**config.mk**
```make
export PLATFORM = sky130hd
export DESIGN_NAME = multibyte_add_seq_flat
export DESIGN_NICKNAME = d
export VERILOG_FILES = /design/src/rtl/multibyte_add_seq_if.sv /design/src/rtl/multibyte_add_seq.sv /design/src/flat_wrapper.sv
export SDC_FILE = /design/constraint.sdc
export NUM_CORES = 1
export LEC_CHECK = 0
export BUFFER_PORTS_ARGS = -buffer_cell sky130_fd_sc_hd__buf_2
export CAP_MARGIN = 20
export CORE_MARGIN = 1
export CORE_UTILIZATION = 58
export DETAILED_ROUTE_END_ITERATION = 6
export PLACE_DENSITY = 0.95
export SLEW_MARGIN = 0
export SYNTH_ARGS = -nofsm -noshare
export SYNTH_HDL_FRONTEND = slang
export SYNTH_SLANG_ARGS = --single-unit
```
**constraint.sdc**
```tcl
create_clock -name clk -period 5.55 [get_ports clk]
set_clock_uncertainty 0.05 [all_clocks]
set_input_delay 0.555 -clock clk [delete_from_list [all_inputs] [get_ports clk]]
set_output_delay 0.555 -clock clk [all_outputs]
set_load 0.02 [all_outputs]
```
**src/rtl/multibyte_add_seq_if.sv**
```systemverilog
// ---------------------------------------------------------------------------
// multibyte_add_seq_if
// Handshake/data bundle for the byte-serial wide adder sequencer.
//   in_valid/in_ready   : operand handshake (a, b, cin)
//   out_valid/out_ready : result handshake (sum, cout[, ovf])
//   busy                : sequencer is in RUN or DONE
// Modports: master drives operands and out_ready; slave is the sequencer.
// Optional macro OVF_FLAG_EN adds the ovf result bit.
// ---------------------------------------------------------------------------
interface multibyte_add_seq_if #(
    parameter int unsigned NBYTES = 4
);
    localparam int unsigned W = 8 * NBYTES;

    logic         in_valid;
    logic         in_ready;
    logic [W-1:0] a;
    logic [W-1:0] b;
    logic         cin;
    logic         out_valid;
    logic         out_ready;
    logic [W-1:0] sum;
    logic         cout;
    logic         busy;
`ifdef OVF_FLAG_EN
    logic         ovf;

    modport master (
        output in_valid, a, b, cin, out_ready,
        input  in_ready, out_valid, sum, cout, busy, ovf
    );
    modport slave (
        input  in_valid, a, b, cin, out_ready,
        output in_ready, out_valid, sum, cout, busy, ovf
    );
`else
    modport master (
        output in_valid, a, b, cin, out_ready,
        input  in_ready, out_valid, sum, cout, busy
    );
    modport slave (
        input  in_valid, a, b, cin, out_ready,
        output in_ready, out_valid, sum, cout, busy
    );
`endif
endinterface

```
**src/rtl/multibyte_add_seq.sv**
```systemverilog
// ---------------------------------------------------------------------------
// multibyte_add_seq
// Byte-serial wide adder: accepts two NBYTES-wide operands, adds them one
// byte per cycle (LSB first) through an 8-bit adder with a registered carry,
// then presents sum/cout until accepted downstream.
// Ports:
//   clk  : rising-edge clock
//   rst  : synchronous, active-high reset
//   bus  : multibyte_add_seq_if.slave (in_valid/in_ready/a/b/cin,
//          out_valid/out_ready/sum/cout, busy)
// Optional macro OVF_FLAG_EN adds bus.ovf, the two's-complement overflow of
// the W-bit add, valid alongside out_valid.
// ---------------------------------------------------------------------------
module adder_8bit (
    input  logic [7:0] a,
    input  logic [7:0] b,
    input  logic       cin,
    output logic [7:0] sum,
    output logic       cout
);
    assign {cout, sum} = {1'b0, a} + {1'b0, b} + {8'b0, cin};
endmodule

module multibyte_add_seq #(
    parameter int unsigned NBYTES = 4
) (
    input  logic                clk,
    input  logic                rst,
    multibyte_add_seq_if.slave  bus
);
    localparam int unsigned W  = 8 * NBYTES;
    localparam int unsigned IW = (NBYTES > 1) ? $clog2(NBYTES) : 1;

    typedef enum logic [1:0] {
        IDLE = 2'd0,
        RUN  = 2'd1,
        DONE = 2'd2
    } state_t;

    state_t        state_q, state_d;
    logic [W-1:0]  a_q, a_d;
    logic [W-1:0]  b_q, b_d;
    logic [W-1:0]  sum_q, sum_d;
    logic          carry_q, carry_d;
    logic [IW-1:0] idx_q, idx_d;

    logic [7:0]    add_a, add_b, add_s;
    logic          add_co;

    // Byte select for the current index.
    always_comb begin
        add_a = '0;
        add_b = '0;
        for (int unsigned i = 0; i < NBYTES; i++) begin
            if (idx_q == IW'(i)) begin
                add_a = a_q[i*8 +: 8];
                add_b = b_q[i*8 +: 8];
            end
        end
    end

    adder_8bit u_adder (
        .a    (add_a),
        .b    (add_b),
        .cin  (carry_q),
        .sum  (add_s),
        .cout (add_co)
    );

    always_comb begin
        state_d = state_q;
        a_d     = a_q;
        b_d     = b_q;
        sum_d   = sum_q;
        carry_d = carry_q;
        idx_d   = idx_q;
        case (state_q)
            IDLE: begin
                if (bus.in_valid) begin
                    a_d     = bus.a;
                    b_d     = bus.b;
                    carry_d = bus.cin;
                    idx_d   = '0;
                    state_d = RUN;
                end
            end
            RUN: begin
                carry_d = add_co;
                for (int unsigned i = 0; i < NBYTES; i++) begin
                    if (idx_q == IW'(i)) begin
                        sum_d[i*8 +: 8] = add_s;
                    end
                end
                // idx parks at 0 after the last byte so it never exceeds NBYTES-1.
                if (idx_q == IW'(NBYTES - 1)) begin
                    idx_d   = '0;
                    state_d = DONE;
                end else begin
                    idx_d = idx_q + IW'(1);
                end
            end
            DONE: begin
                if (bus.out_ready) begin
                    state_d = IDLE;
                end
            end
            default: begin
                state_d = IDLE;
            end
        endcase
    end

    always_ff @(posedge clk) begin
        if (rst) begin
            state_q <= IDLE;
            a_q     <= '0;
            b_q     <= '0;
            sum_q   <= '0;
            carry_q <= 1'b0;
            idx_q   <= '0;
        end else begin
            state_q <= state_d;
            a_q     <= a_d;
            b_q     <= b_d;
            sum_q   <= sum_d;
            carry_q <= carry_d;
            idx_q   <= idx_d;
        end
    end

    // Outputs are pure functions of registered state; in_ready never sees out_ready.
    assign bus.in_ready  = (state_q == IDLE);
    assign bus.out_valid = (state_q == DONE);
    assign bus.busy      = (state_q != IDLE);
    assign bus.sum       = sum_q;
    assign bus.cout      = carry_q;

`ifdef OVF_FLAG_EN
    assign bus.ovf = (a_q[W-1] == b_q[W-1]) && (sum_q[W-1] != a_q[W-1]);
`endif

endmodule
```
**src/flat_wrapper.sv**
```systemverilog
// flat-port wrapper written by rule: the top's interface ports become plain ports
module multibyte_add_seq_flat 
#(
    parameter int unsigned NBYTES = 4
)
  (clk, rst, bus_in_valid, bus_a, bus_b, bus_cin, bus_out_ready, bus_in_ready, bus_out_valid, bus_sum, bus_cout, bus_busy);
  multibyte_add_seq_if #(.NBYTES(NBYTES)) bus_i ();
  input  logic clk;
  input  logic rst;
  input wire logic [$bits(bus_i.in_valid)-1:0] bus_in_valid;
  input wire logic [$bits(bus_i.a)-1:0] bus_a;
  input wire logic [$bits(bus_i.b)-1:0] bus_b;
  input wire logic [$bits(bus_i.cin)-1:0] bus_cin;
  input wire logic [$bits(bus_i.out_ready)-1:0] bus_out_ready;
  output wire logic [$bits(bus_i.in_ready)-1:0] bus_in_ready;
  output wire logic [$bits(bus_i.out_valid)-1:0] bus_out_valid;
  output wire logic [$bits(bus_i.sum)-1:0] bus_sum;
  output wire logic [$bits(bus_i.cout)-1:0] bus_cout;
  output wire logic [$bits(bus_i.busy)-1:0] bus_busy;
  assign bus_i.in_valid = bus_in_valid;
  assign bus_i.a = bus_a;
  assign bus_i.b = bus_b;
  assign bus_i.cin = bus_cin;
  assign bus_i.out_ready = bus_out_ready;
  assign bus_in_ready = bus_i.in_ready;
  assign bus_out_valid = bus_i.out_valid;
  assign bus_sum = bus_i.sum;
  assign bus_cout = bus_i.cout;
  assign bus_busy = bus_i.busy;
  multibyte_add_seq #(.NBYTES(NBYTES)) u_core (.clk(clk), .rst(rst), .bus(bus_i));
endmodule
```
==> results of run 1 <==
worst max-delay path by stage:
stage | start | end | slack [ps] | depth (start not counted)
2_1_floorplan | u_core.idx_q[1] | u_core.bus.cout | 2400 | 15
3_3_place_gp | u_core.idx_q[0] | u_core.bus.sum[6] | 1920 | 13
3_5_place_dp | u_core.idx_q[0] | u_core.bus.sum[14] | 1630 | 13
4_1_cts | u_core.idx_q[0] | u_core.bus.sum[14] | 1620 | 13
5_1_grt | u_core.idx_q[1] | u_core.bus.sum[14] | 1090 | 14
6_report | u_core.idx_q[0] | u_core.bus.sum[14] | 1550 | 13
state kept, by name (all words and copies together), names as in the netlist:
signal and cells:
u_core.a_q 32, u_core.b_q 32, u_core.bus.sum 32, u_core.idx_q 2, u_core.state_q 2, u_core.bus.cout 1
cells in the mapped netlist, drive strengths merged:
| cell type | instances |
|---|---|
| nand2 | 188 |
| a21oi | 119 |
| dfxtp | 101 |
| clkbuf | 29 |
| nand3b | 24 |
| o21ai | 23 |
| nor2 | 22 |
| buf | 15 |
| ha | 11 |
| a211oi | 8 |
| nor4 | 6 |
| and2 | 5 |
| inv | 5 |
| nor2b | 5 |
| a311o | 4 |
| nor3b | 4 |
| a21o | 3 |
| nand2b | 3 |
| a2111oi | 2 |
| a22oi | 2 |
| fa | 2 |
| nor3 | 2 |
| o21a | 2 |
| o31a | 2 |
| a311oi | 1 |
| mux2i | 1 |
| nor4bb | 1 |
| o21bai | 1 |
| o22a | 1 |
| o311a | 1 |
| o41ai | 1 |
| or2 | 1 |
| xnor2 | 1 |
area by class of cell:
type	instances	area (sq um)	area share, %
clock buffers	10	128	2.40
clock inverters	6	111	2.09
inverters	5	18.8	0.352
multi-input cells	446	2320	43.6
flip-flops and latches	101	2020	38.0
well taps	99	124	2.33
repair buffers	108	603	11.3
layer usage:
layer  vias to the layer above  track usage [%]
met2                       209             47.5
met4                         0             14.5
met3                        35             5.39
met5                         -                0
li1                       2161                -
met1                      2044             35.4
power by group through the flow:
stage	registers [W]	clock network (W)	logic [W]
after global routing	0.000785	0.000584	0.000244
after global placement	0.000795	0	0.000201
after CTS	0.000781	0.000545	0.000211
after detailed placement	0.000797	0	0.000209
after floorplan	0.000799	0	0.000140
final	0.000782	0.000546	0.000221
worst max-delay path, stage by stage (launching register included):
cell      delay (ps)
dfxtp_1          430
ha_1             800
nand2_1          130
a21oi_1          160
a21oi_1           60
nor2_1            90
a21oi_1           70
fa_1             480
fa_1             420
nor2b_1          170
o31a_1           220
nor4_1            70
a311oi_1         490
o21ai_0          210
cells in the final DEF (no fill, tap or decap), types with 2 or more instances in the layout:
master       n
ha_1        11
bufinv_16    3
dfxtp_1    101
o21a_1       2
o31a_1       2
o21ai_0     23
nor4_1       6
a22oi_1      2
fa_1         2
clkbuf_8     9
a211oi_1     8
nor2_1      22
buf_2      103
and2_1       4
a311o_1      4
nand3b_1    24
a21oi_1    119
nor2b_1      4
buf_12       2
nor3_1       2
nor3b_1      4
nand2b_1     3
inv_1        5
nand2_1    187
a21o_1       3
per-stage QoR:
| step | hold WS [ps] | total power, W | setup slack [ps] | utilization, % |
|---|---|---|---|---|
| 6_report | 372 | 0.00155 | 1550 | 71.9 |
| 5_1_grt | 355 | 0.00161 | 1090 | 71.9 |
| 4_1_cts | 366 | 0.00154 | 1620 | 70.8 |
| 3_5_place_dp | 397 | 0.00101 | 1630 | 67.6 |
| 3_3_place_gp | 393 | 0.000996 | 1920 | 67.6 |
| 2_1_floorplan | 386 | 0.000939 | 2400 | - |
cell families (layout without fill, tap and decap cells):
| group | count (synthesis) | count (layout) | synth area share (%) |
|---|---|---|---|
| AND/OR/NAND/NOR | 261 | 261 | 25.4 |
| adder cells (fa/ha/maj) | 13 | 13 | 3.92 |
| flip-flops | 101 | 101 | 44.6 |
| XOR/XNOR | 1 | 1 | 0.193 |
| multiplexers | 1 | 1 | 0.221 |
| buffers and inverters | 49 | 129 | 4.41 |
| AO/OA/AOI/OAI | 170 | 170 | 21.3 |
==> flow_metrics.py, run 1 <==
metrics = {
    "cells_and_area": {
        "fin_nets": 753,
        "num_antenna_cells": 0,
        "fill_cells": 557,
        "drive_gt1_share_pct": 19.1,
        "stdcell_count": 775,
        "area.growth.synth_to_final_pct": 17.4,
        "stdcell_area_sq_mm": 0.00533,
    },
    "pwr": {
        "ir_drop_v": 0.000143,
        "pwr-share-clk_pct": 35.3,
        "combPwrFrac_pct": 14.3,
        "p_leak_nw": 2.17,
        "power_density_mw_per_mm2": 291,
        "switchingPower_w": 0.000407,
        "sequentialPowerShare_pct": 50.5,
        "swShare_pct": 26.2,
        "p_int_w": 0.00114,
    },
    "worst_setup_path": {
        "crit_path_max_fanout": 34,
        "start_kind": "flop",
        "timing.rr.start": "u_core.idx_q[0]",
        "crit_type": "reg -> reg",
        "r2r-end": "u_core.bus.sum[14]",
        "r2r_slack_ps": 1550,
        "cp_data_arrival_time_ps": 4170,
        "reg2regPathDepth": 13,
        "crit_required_ps": 5720,
        "worstSetupEndpointType": "flop",
    },
    "logic_synthesis": {
        "yosys_warnings": 0,
        "synth_area_leaders": "dfxtp_1 (45%), nand2_1 (16%), a21oi_1 (13%), nand3b_1 (4.0%), ha_1 (3.0%)",
        "synth_top_cell_by_area": "dfxtp_1",
        "seq_area_frac_synth_pct": 44.6,
        "synth_cell_types": 36,
        "ys_ff_latch": 101,
        "syn_nets": 678,
        "syn_area_sq_mm": 0.00454,
        "syn-instance-count": 596,
        "postSynthAreaPerCell_sq_um": 7.61,
        "synth_top_area_share_pct": 44.6,
    },
    "place": {
        "gp_congestion": 0.914,
        "placed_area_sq_mm": 0.00501,
        "dp.cells": 755,
        "port_buffers": 104,
        "dpl.hpwl_um": 7820,
    },
    "sta": {
        "slew_headroom_pct": 28.9,
        "setup_viol": 0,
        "grt_setup_unrepaired": "no",
        "worst_slew_pin_slew_ps": 1070,
        "final-max-slew-violation-count": 0,
        "final.period_utilization_pct": 72.0,
        "period_needed_ps": 4000,
        "setup_tns_ps": 0,
        "max_freq_ghz": 0.250,
        "timing_hold_violations_final": 0,
    },
    "run": {
        "cap_violations": 0,
    },
    "die": {
        "rows": 31,
        "coreArea_sq_mm": 0.00741,
        "start_util_pct": 61.3,
        "die_h_um": 90.5,
        "io_pins": 105,
        "dieArea_sq_mm": 0.00818,
        "die_x_um": 90.5,
    },
    "worst_hold_path": {
        "min_to": "u_core.a_q[12]",
        "hp-class": "in -> reg",
        "hold_depth": 3,
        "hold_start": "bus_a[12]",
    },
    "clock_tree": {
        "clockRootBuffer": "clkbuf_8",
        "cts_setup_buffers": 0,
        "clock_latency_ps": 360,
        "cts_buffer_depth": 2,
        "cts_resized": 0,
        "cts_buffers": 9,
        "tritoncts": "yes",
        "cts_htree_levels": 3,
        "ctsHoldBuffers": 0,
        "cts.sinks": 101,
        "clk_pin_slew_ps": 100,
    },
    "grt": {
        "overflow": 0,
        "antenna_found_initial": 0,
        "grt_pass1_wl_um": 18800,
        "gr-usage-all-layers_pct": 28.6,
        "grt_pass1_vias": 4105,
        "grt_max_degree": 113,
    },
    "detailed_routing": {
        "viasPerCell": 5.74,
        "routedWlPerCell_um": 15.3,
        "drt-initial-drc-count": 470,
        "post-route-drc-count": 0,
        "routed.top_layer": "met4",
        "met2_length_um": 5790,
        "vias": 4449,
        "met3_length_um": 758,
        "drt_wl_total_um": 11900,
        "drt-met1-wl_um": 4980,
        "drtAntennaViolNets": 0,
        "drtPass1Iterations": 5,
    },
    "outcome": {
        "outcome": "completed",
    },
}
Note: power is estimated with default switching activity, not from simulation.
==> run 2: changes to the inputs <==
- CORE_UTILIZATION: 58 -> 54
- PLACE_DENSITY: 0.95 -> 0.91
- clock period: 5.55 -> 3.71 ns (I/O delays scaled with it)
==> flow_metrics.py, run 2 (synthesis results as in run 1) <==
metrics = {
    "detailed_routing": {
        "drt_wl_total_um": 11400,
        "drtPass1Iterations": 5,
        "routedWlPerCell_um": 14.6,
        "vias": 4410,
        "post-route-drc-count": 0,
        "drtAntennaViolNets": 0,
        "viasPerCell": 5.63,
        "drt-initial-drc-count": 335,
    },
    "sta": {
        "period_needed_ps": 3490,
        "setup_tns_ps": 0,
        "slew_headroom_pct": 54.7,
        "setup_viol": 0,
        "worst_slew_pin_slew_ps": 679,
        "final.period_utilization_pct": 94.0,
        "max_freq_ghz": 0.287,
        "final-max-slew-violation-count": 0,
        "timing_hold_violations_final": 0,
        "grt_setup_unrepaired": "no",
    },
    "cells_and_area": {
        "stdcell_area_sq_mm": 0.00527,
        "fill_cells": 711,
        "final_common_cell": "nand2_1",
        "layout_common_cells": "nand2_1 (187), a21oi_1 (119), buf_2 (103)",
        "area.growth.synth_to_final_pct": 16.2,
        "num_antenna_cells": 0,
        "drive_gt1_share_pct": 20.0,
        "fin_nets": 756,
    },
    "worst_setup_path": {
        "crit_path_max_fanout": 11,
        "start_kind": "flop",
        "worstSetupEndpointType": "flop",
        "cp_data_arrival_time_ps": 3690,
        "path_cells": "inv_1, ha_2, nand3b_1, a21oi_1, a21oi_1, nor2_1, a21oi_1, fa_1, fa_1, nor2b_1, o31a_1, o311a_1, a2111oi_2, a2111oi_1",
        "cpMaxStageDelayCell": "fa_1",
        "max_stage_delay_ps": 510,
        "crit_required_ps": 3910,
        "cp_num_buf_inv": 1,
        "cp_common_cell": "a21oi_1",
        "crit_family": "adder cells",
        "crit_type": "reg -> reg",
    },
    "pwr": {
        "p_int_w": 0.00153,
        "power_density_mw_per_mm2": 410,
        "swShare_pct": 29.3,
        "ir_drop_v": 0.000243,
        "pwr-share-clk_pct": 30.8,
        "switchingPower_w": 0.000633,
        "p_leak_nw": 2.15,
        "sequentialPowerShare_pct": 54.0,
        "combPwrFrac_pct": 15.2,
    },
    "grt": {
        "overflow": 0,
        "grt_pass1_vias": 3885,
        "grt_max_degree": 73,
        "grt_pass1_wl_um": 17800,
        "antenna_found_initial": 0,
        "gr-usage-all-layers_pct": 26.2,
    },
    "place": {
        "placed_area_sq_mm": 0.00506,
        "gp_congestion": 0.863,
        "port_buffers": 104,
        "dpl.hpwl_um": 8140,
    },
    "clock_tree": {
        "cts_htree_levels": 3,
        "cts.sinks": 101,
        "cts_buffer_depth": 2,
        "clk_pin_slew_ps": 100,
        "tritoncts": "yes",
        "clock_latency_ps": 370,
        "clockRootBuffer": "clkbuf_8",
        "cts_buffers": 9,
    },
    "die": {
        "start_util_pct": 55.5,
        "io_pins": 105,
        "rows": 33,
        "dieArea_sq_mm": 0.00877,
        "coreArea_sq_mm": 0.00818,
        "die_x_um": 93.7,
        "die_h_um": 93.7,
    },
    "run": {
        "cap_violations": 0,
    },
    "outcome": {
        "outcome": "completed",
    },
    "worst_hold_path": {
        "hp-class": "in -> reg",
    },
}
## run 2: cell count changes in the layout (fill, tap and decap cells not counted), sizes merged
cell / previous run / this run
buf: 107 / 111
bufinv: 3 / 0
clkbuf: 11 / 10
clkinv: 2 / 3
clkinvlp: 1 / 0
inv: 5 / 8
## run 2: timing repair
item	in CTS	in global routing
hold buffers	0	0
endpoints found under the hold margin	0	0
resized for setup	0	3
setup endpoints to repair	0	10
setup buffers	0	0
## run 2: layout make-up
class,instances,area [sq um],area share [%]
clock inverters,6,45.0,0.854
well taps,105,131,2.49
clock buffers,10,138,2.61
repair buffers,111,588,11.2
inverters,5,18.8,0.356
multi-input cells,446,2330,44.2
flip-flops and latches,101,2020,38.3
## run 2: power groups by stage
| stage | sequential [W] | combinational, W | clock (W) |
|---|---|---|---|
| floorplan | 0.00120 | 0.000209 | 0 |
| global route | 0.00117 | 0.000362 | 0.000714 |
| detailed placement | 0.00119 | 0.000319 | 0 |
| finish | 0.00117 | 0.000330 | 0.000666 |
| global placement | 0.00119 | 0.000307 | 0 |
| CTS | 0.00117 | 0.000321 | 0.000664 |
## run 2: metrics by stage
stage	std cells	utilization [%]	hold slack, ps	power [W]	worst slack, ps
5_1_grt	784	64.5	173	0.00225	24.2
3_3_place_gp	767	61.9	390	0.00150	425
6_report	784	64.5	175	0.00216	224
2_1_floorplan	596	-	386	0.00140	558
4_1_cts	783	64.1	168	0.00215	170
3_5_place_dp	767	61.9	397	0.00151	199
## run 2: path summary, 6_finish.rpt
check	startpoint	end	slack [ps]	cells after the start
worst max register to register	u_core.idx_q[1]	u_core.bus.cout	220	14
worst min-delay path	bus_a[6]	u_core.a_q[6]	170	3
worst max-delay path	u_core.idx_q[1]	u_core.bus.cout	220	14
worst min register to register	u_core.bus.sum[10]	u_core.bus.sum[10]	410	2
## run 2: tightest hold or removal path, delay by kind of cell
kind / cells / cell delay [ps]
buffers and inverters: 1 / 90
AOI/OAI and AO/OA: 1 / 50
and+or+nand+nor: 1 / 40
## run 2: routing by layer
metal	vias up	track usage, %	routed length [um]
li1	2176	-	-
met2	199	43.1	5420
met1	2007	33.7	4890
met4	0	10.5	282
met5	-	0	0
met3	28	5.10	825
